**src/rtl/systolic_pkg.sv**
```systemverilog
// Shared definitions for the output-stationary systolic tile: controller states
// and the width helpers used by the top-level parameter defaults.
package systolic_pkg;

   typedef enum logic [2:0] {
      IDLE  = 3'd0,
      LOAD  = 3'd1,
      FLUSH = 3'd2,
      DRAIN = 3'd3,
      DONE  = 3'd4
   } state_t;

   function automatic int acc_w_default(input int d_w, input int k);
      return 2 * d_w + $clog2(k);
   endfunction

   function automatic int col_w(input int cols);
      return (cols > 1) ? $clog2(cols) : 1;
   endfunction

endpackage

```
**src/rtl/pe_os_mac.sv**
```systemverilog
// Output-stationary MAC cell: registers a/b for forwarding right/down and
// accumulates their product in place while the array advances.
module pe_os_mac #(
   parameter int D_W   = 8,
   parameter int ACC_W = 19
) (
   input  logic             clk,
   input  logic             rst,
   input  logic             clear,
   input  logic             advance,
   input  logic             signed_mode,
   input  logic [D_W-1:0]   a,
   input  logic [D_W-1:0]   b,
   output logic [D_W-1:0]   a_fwd,
   output logic [D_W-1:0]   b_fwd,
   output logic [ACC_W-1:0] acc
);

   logic [ACC_W-1:0] a_ext;
   logic [ACC_W-1:0] b_ext;
   logic [ACC_W-1:0] prod;

   // Modular product of the extended operands equals the signed product mod 2^ACC_W.
   assign a_ext = signed_mode ? {{(ACC_W-D_W){a[D_W-1]}}, a} : {{(ACC_W-D_W){1'b0}}, a};
   assign b_ext = signed_mode ? {{(ACC_W-D_W){b[D_W-1]}}, b} : {{(ACC_W-D_W){1'b0}}, b};
   assign prod  = a_ext * b_ext;

   always_ff @(posedge clk) begin
      if (rst || clear) begin
         a_fwd <= '0;
         b_fwd <= '0;
         acc   <= '0;
      end else if (advance) begin
         a_fwd <= a;
         b_fwd <= b;
         acc   <= acc + prod;
      end
   end

endmodule

```
**src/rtl/systolic_os_tile.sv**
```systemverilog
// ROWS x COLS output-stationary systolic tile: skewed operand feed, zero flush,
// then results drained one column per cycle, last column first.
//
// state | meaning
// IDLE  | waiting for start; accumulators hold last tile
// LOAD  | accepting K operand beats (in_ready=1)
// FLUSH | injecting zeros until the last PE has seen beat K-1
// DRAIN | presenting column out_col, COLS-1 down to 0
// DONE  | one-cycle done pulse
module systolic_os_tile import systolic_pkg::*; #(
   parameter int D_W   = 8,
   parameter int ROWS  = 3,
   parameter int COLS  = 3,
   parameter int K     = 6,
   parameter int ACC_W = acc_w_default(D_W, K)
) (
   input  logic                        clk,
   input  logic                        rst,
   input  logic                        start,
   input  logic                        signed_mode,
   input  logic                        in_valid,
   output logic                        in_ready,
   input  logic [ROWS-1:0][D_W-1:0]    a_in,
   input  logic [COLS-1:0][D_W-1:0]    b_in,
   output logic [ROWS-1:0][ACC_W-1:0]  out_data,
   output logic                        out_valid,
   output logic [col_w(COLS)-1:0]      out_col,
   output logic                        busy,
   output logic                        done
);

   localparam int OCW     = col_w(COLS);
   localparam int FLUSH_N = ROWS + COLS - 2;
   localparam int CM1     = (K - 1 > COLS - 1) ? K - 1 : COLS - 1;
   localparam int CNT_MAX = (FLUSH_N - 1 > CM1) ? FLUSH_N - 1 : CM1;
   localparam int CNT_W   = (CNT_MAX > 0) ? $clog2(CNT_MAX + 1) : 1;

   state_t           state;
   logic [CNT_W-1:0] cnt;
   logic             mode;
   logic             clear;
   logic             advance;

   logic [ROWS-1:0][D_W-1:0] a_feed;
   logic [COLS-1:0][D_W-1:0] b_feed;

   logic [D_W-1:0]   a_h    [ROWS][COLS+1];
   logic [D_W-1:0]   b_v    [ROWS+1][COLS];
   logic [ACC_W-1:0] acc_h  [ROWS][COLS];

   assign clear   = (state == IDLE) && start;
   assign advance = ((state == LOAD) && in_valid) || (state == FLUSH);
   assign a_feed  = (state == LOAD) ? a_in : '0;
   assign b_feed  = (state == LOAD) ? b_in : '0;

   // One down-counter serves beat, flush and drain phases; each phase reloads it.
   always_ff @(posedge clk) begin
      if (rst) begin
         state <= IDLE;
         cnt   <= '0;
         mode  <= 1'b0;
      end else begin
         case (state)
            IDLE: if (start) begin
               state <= LOAD;
               cnt   <= CNT_W'(K - 1);
               mode  <= signed_mode;
            end
            LOAD: if (in_valid) begin
               if (cnt == '0) begin
                  if (FLUSH_N == 0) begin
                     state <= DRAIN;
                     cnt   <= CNT_W'(COLS - 1);
                  end else begin
                     state <= FLUSH;
                     cnt   <= CNT_W'(FLUSH_N - 1);
                  end
               end else begin
                  cnt <= cnt - CNT_W'(1);
               end
            end
            FLUSH: begin
               if (cnt == '0) begin
                  state <= DRAIN;
                  cnt   <= CNT_W'(COLS - 1);
               end else begin
                  cnt <= cnt - CNT_W'(1);
               end
            end
            DRAIN: begin
               if (cnt == '0) state <= DONE;
               else           cnt   <= cnt - CNT_W'(1);
            end
            DONE:    state <= IDLE;
            default: state <= IDLE;
         endcase
      end
   end

   for (genvar r = 0; r < ROWS; r++) begin : g_row_skew
      if (r == 0) begin : g_direct
         assign a_h[0][0] = a_feed[0];
      end else begin : g_dly
         logic [D_W-1:0] sr [r];
         always_ff @(posedge clk) begin
            if (rst || clear) begin
               for (int i = 0; i < r; i++) sr[i] <= '0;
            end else if (advance) begin
               sr[0] <= a_feed[r];
               for (int i = 1; i < r; i++) sr[i] <= sr[i-1];
            end
         end
         assign a_h[r][0] = sr[r-1];
      end
   end

   for (genvar c = 0; c < COLS; c++) begin : g_col_skew
      if (c == 0) begin : g_direct
         assign b_v[0][0] = b_feed[0];
      end else begin : g_dly
         logic [D_W-1:0] sr [c];
         always_ff @(posedge clk) begin
            if (rst || clear) begin
               for (int i = 0; i < c; i++) sr[i] <= '0;
            end else if (advance) begin
               sr[0] <= b_feed[c];
               for (int i = 1; i < c; i++) sr[i] <= sr[i-1];
            end
         end
         assign b_v[0][c] = sr[c-1];
      end
   end

   for (genvar r = 0; r < ROWS; r++) begin : g_pe_row
      for (genvar c = 0; c < COLS; c++) begin : g_pe_col
         pe_os_mac #(.D_W(D_W), .ACC_W(ACC_W)) u_pe (
            .clk         (clk),
            .rst         (rst),
            .clear       (clear),
            .advance     (advance),
            .signed_mode (mode),
            .a           (a_h[r][c]),
            .b           (b_v[r][c]),
            .a_fwd       (a_h[r][c+1]),
            .b_fwd       (b_v[r+1][c]),
            .acc         (acc_h[r][c])
         );
      end
   end

   assign in_ready  = (state == LOAD);
   assign out_valid = (state == DRAIN);
   assign busy      = (state != IDLE);
   assign done      = (state == DONE);
   assign out_col   = (state == DRAIN) ? cnt[OCW-1:0] : '0;

   always_comb begin
      out_data = '0;
      if (state == DRAIN) begin
         for (int r = 0; r < ROWS; r++) out_data[r] = acc_h[r][out_col];
      end
   end

endmodule

```
**config.mk**
```make
export PLATFORM = sky130hd
export DESIGN_NAME = systolic_os_tile
export DESIGN_NICKNAME = d
export VERILOG_FILES = /design/src/rtl/systolic_pkg.sv /design/src/rtl/pe_os_mac.sv /design/src/rtl/systolic_os_tile.sv
export SDC_FILE = /design/constraint.sdc
export NUM_CORES = 2
export LEC_CHECK = 0
export BUFFER_PORTS_ARGS = -buffer_cell sky130_fd_sc_hd__buf_2
export CAP_MARGIN = 20
export CORE_MARGIN = 8
export CORE_UTILIZATION = 30
export DETAILED_ROUTE_END_ITERATION = 12
export GPL_TIMING_DRIVEN = 0
export PLACE_DENSITY = 0.44
export SKIP_LAST_GASP = 1
export SYNTH_ARGS = -nofsm -noshare
export SYNTH_HDL_FRONTEND = slang
export SYNTH_HIERARCHICAL = 1
export SYNTH_SLANG_ARGS = --single-unit
```
**constraint.sdc**
```tcl
create_clock -name clk -period 11.7 [get_ports clk]
set_input_delay 0.585 -clock clk [delete_from_list [all_inputs] [get_ports clk]]
set_output_delay 0.585 -clock clk [all_outputs]
set_load 0.01 [all_outputs]
```
==> results.yml <==
critical_path:
  critPathKind: "register to register"
  crit_start: "state[2]"
  crit_path_top_delay_cell: "fa_1"
  r2r_start: "state[2]"
  cp.required_ps: 12260
  worstPathArrival_ps: 8910
  slowest_delay_ps: 730
  path_max_fanout: 10
  critPathLaunchType: "register"
  cp-end-kind: "register"
placed_design:
  place_area_um2: 64130
  gp_congestion: 0.8221
  port_buffers: 115
  dpl.hpwl_um: 148900
  post-place-cells: 9305
cells_and_area:
  area_growth_pct: 9.606
  design_area_um2: 65830
  fin_cells: 9403
  finalNetCount: 8455
  drive_gt1_frac: 0.06218
floorplanning:
  fp-row-count: 164
  fp.dieW_um: 463.4
  dieArea_um2: 214800
  start_util: 0.3011
  die_h_um: 463.4
  core_area_um2: 199500
  ios: 116
route:
  ant_nets: 0
  wl_met2_um: 84110
  wl_met1_um: 80980
  remaining_drc_errors: 0
  topRoutingLayerUsed: "met5"
  first_pass_iters: 5
  via_count: 42413
  totalWireLength_um: 174500
  routedWlPerCell_um: 18.56
  viasPerCell: 4.511
  first_iter_violations: 1685
  wl_met3_um: 5174
sta:
  fin_crit_ps: 8355
  hold_violations: 0
  tns_ps: 0
  fin_skew_ps: 32.86
  rsz0062_at_grt: "false"
  clock.fmax_ghz: 0.1197
  relSlewSlack: 0.2418
  max_slew.worst_pin.slew_ps: 1137
  maxSlewViolCount: 0
  min_period_over_period: 0.7141
  setup_viol: 0
clock_network:
  hold_buffers: 0
  cts_resized: 0
  cts_sinks: 322
  htreeDepth: 2
  numCtsBuffers: 48
  path_clk_slew_ps: 70
  cts-root-buf: "clkbuf_16"
  cts_buffer_depth: 3
  cts_tree: "yes"
  postCtsSetupBuffers: 0
  clk_latency_ps: 670
worst_hold_path:
  hp-class: "input port to register"
  min-delay-start: "b_in[16]"
synth:
  ys_warn_count: 6
  synth.avg_cell_area_um2: 9.203
  syn_nets: 8282
  netlist_area_um2: 60060
  syn_inst: 6526
global_routing:
  antenna_found_initial: 12
  grt_use_total: 0.1626
  first_global_vias: 45979
  grt-ovfl-total: 0
  grt_pass1_wl_um: 274300
  grt_max_degree: 32
pwr:
  seq_power_share: 0.353
  p_switching_mw: 1.183
  p_per_area_nw_per_um2: 52.92
  power.internal_mw: 2.301
  power.share.clock: 0.453
  p_sw_frac: 0.3395
  vdd_drop_max_mv: 0.1089
  pwr-share-comb: 0.194
  p_leak_nw: 32.89
flow_run:
  max_cap_viol_count: 0
outcome:
  outcome: "completed"
path summary, 6_finish.rpt:
kind | end | slack [ps] | cells after the start
worst min register to register | g_pe_row[1].g_pe_col[1].u_pe/acc[15] | 480 | 2
worst max-delay path | g_pe_row[0].g_pe_col[0].u_pe/acc[18] | 3340 | 28
worst min-delay path | g_col_skew[2].g_dly.sr[0][0] | 180 | 2
worst max register to register | g_pe_row[0].g_pe_col[0].u_pe/acc[18] | 3340 | 28
metal layers:
metal  global-route usage  up-vias
li1                     -    20474
met1               0.2178    21229
met2               0.2826      548
met3              0.01779      158
met4              0.03567        4
met5                    0        -
layout make-up:
cell class,count,area (um2)
clock buffer,61,1351
clock inverter,29,321.6
multi-input combinational,4469,46450
fill,21173,133600
sequential,322,6928
inverter,1478,5548
buffer,257,1160
tap,2656,3323
antenna,8,20.02
timing repair buffer,123,726.9
through the flow:
stage               hold slack, ps    util  setup slack (ps)  power, mW
finish                       182.3  0.3300              3345      3.484
global route                 134.5  0.3299              2934      3.652
CTS                          115.2  0.3299              3390      3.562
detailed placement           469.3  0.3216              3399      1.942
global placement             469.5  0.3207              3166      1.929
floorplan                    435.0       -              4686      1.638
state kept, by name, indices dropped and copies added (netlist names):
signal	cells
mode	1
cnt	3
g_pe_row.g_pe_col.u_pe/b_fwd	48
g_col_skew.g_dly.sr	24
state	3
g_pe_row.g_pe_col.u_pe/acc	171
g_pe_row.g_pe_col.u_pe/a_fwd	48
g_row_skew.g_dly.sr	24
power groups by stage:
stage | clock [mW] | sequential [mW] | combinational [mW]
floorplan | 0 | 1.22 | 0.422
global placement | 0 | 1.26 | 0.669
detailed placement | 0 | 1.26 | 0.686
CTS | 1.64 | 1.23 | 0.690
global route | 1.67 | 1.24 | 0.742
finish | 1.58 | 1.23 | 0.677
critical path: cells and delay by family, from the launching register on:
kind	cells	cell delay, ps
XOR/XNOR	2	250
flip-flops	1	310
AND/OR/NAND/NOR	4	1580
buffers and inverters	9	860
adder cells (fa/ha/maj)	8	3910
AO/OA/AOI/OAI	5	1310
layout by cell type, fill, tap and decap left out, types with 148 or more instances in the layout:
cell and instances:
a21oi_1 253, and2_1 516, buf_2 148, clkbuf_1 178, dfxtp_1 273, fa_1 1008
ha_1 695, inv_1 1475, mux2i_1 186, nand2_1 429, nor2_1 298, xnor2_1 284
Power figures use the tool's default switching activity.
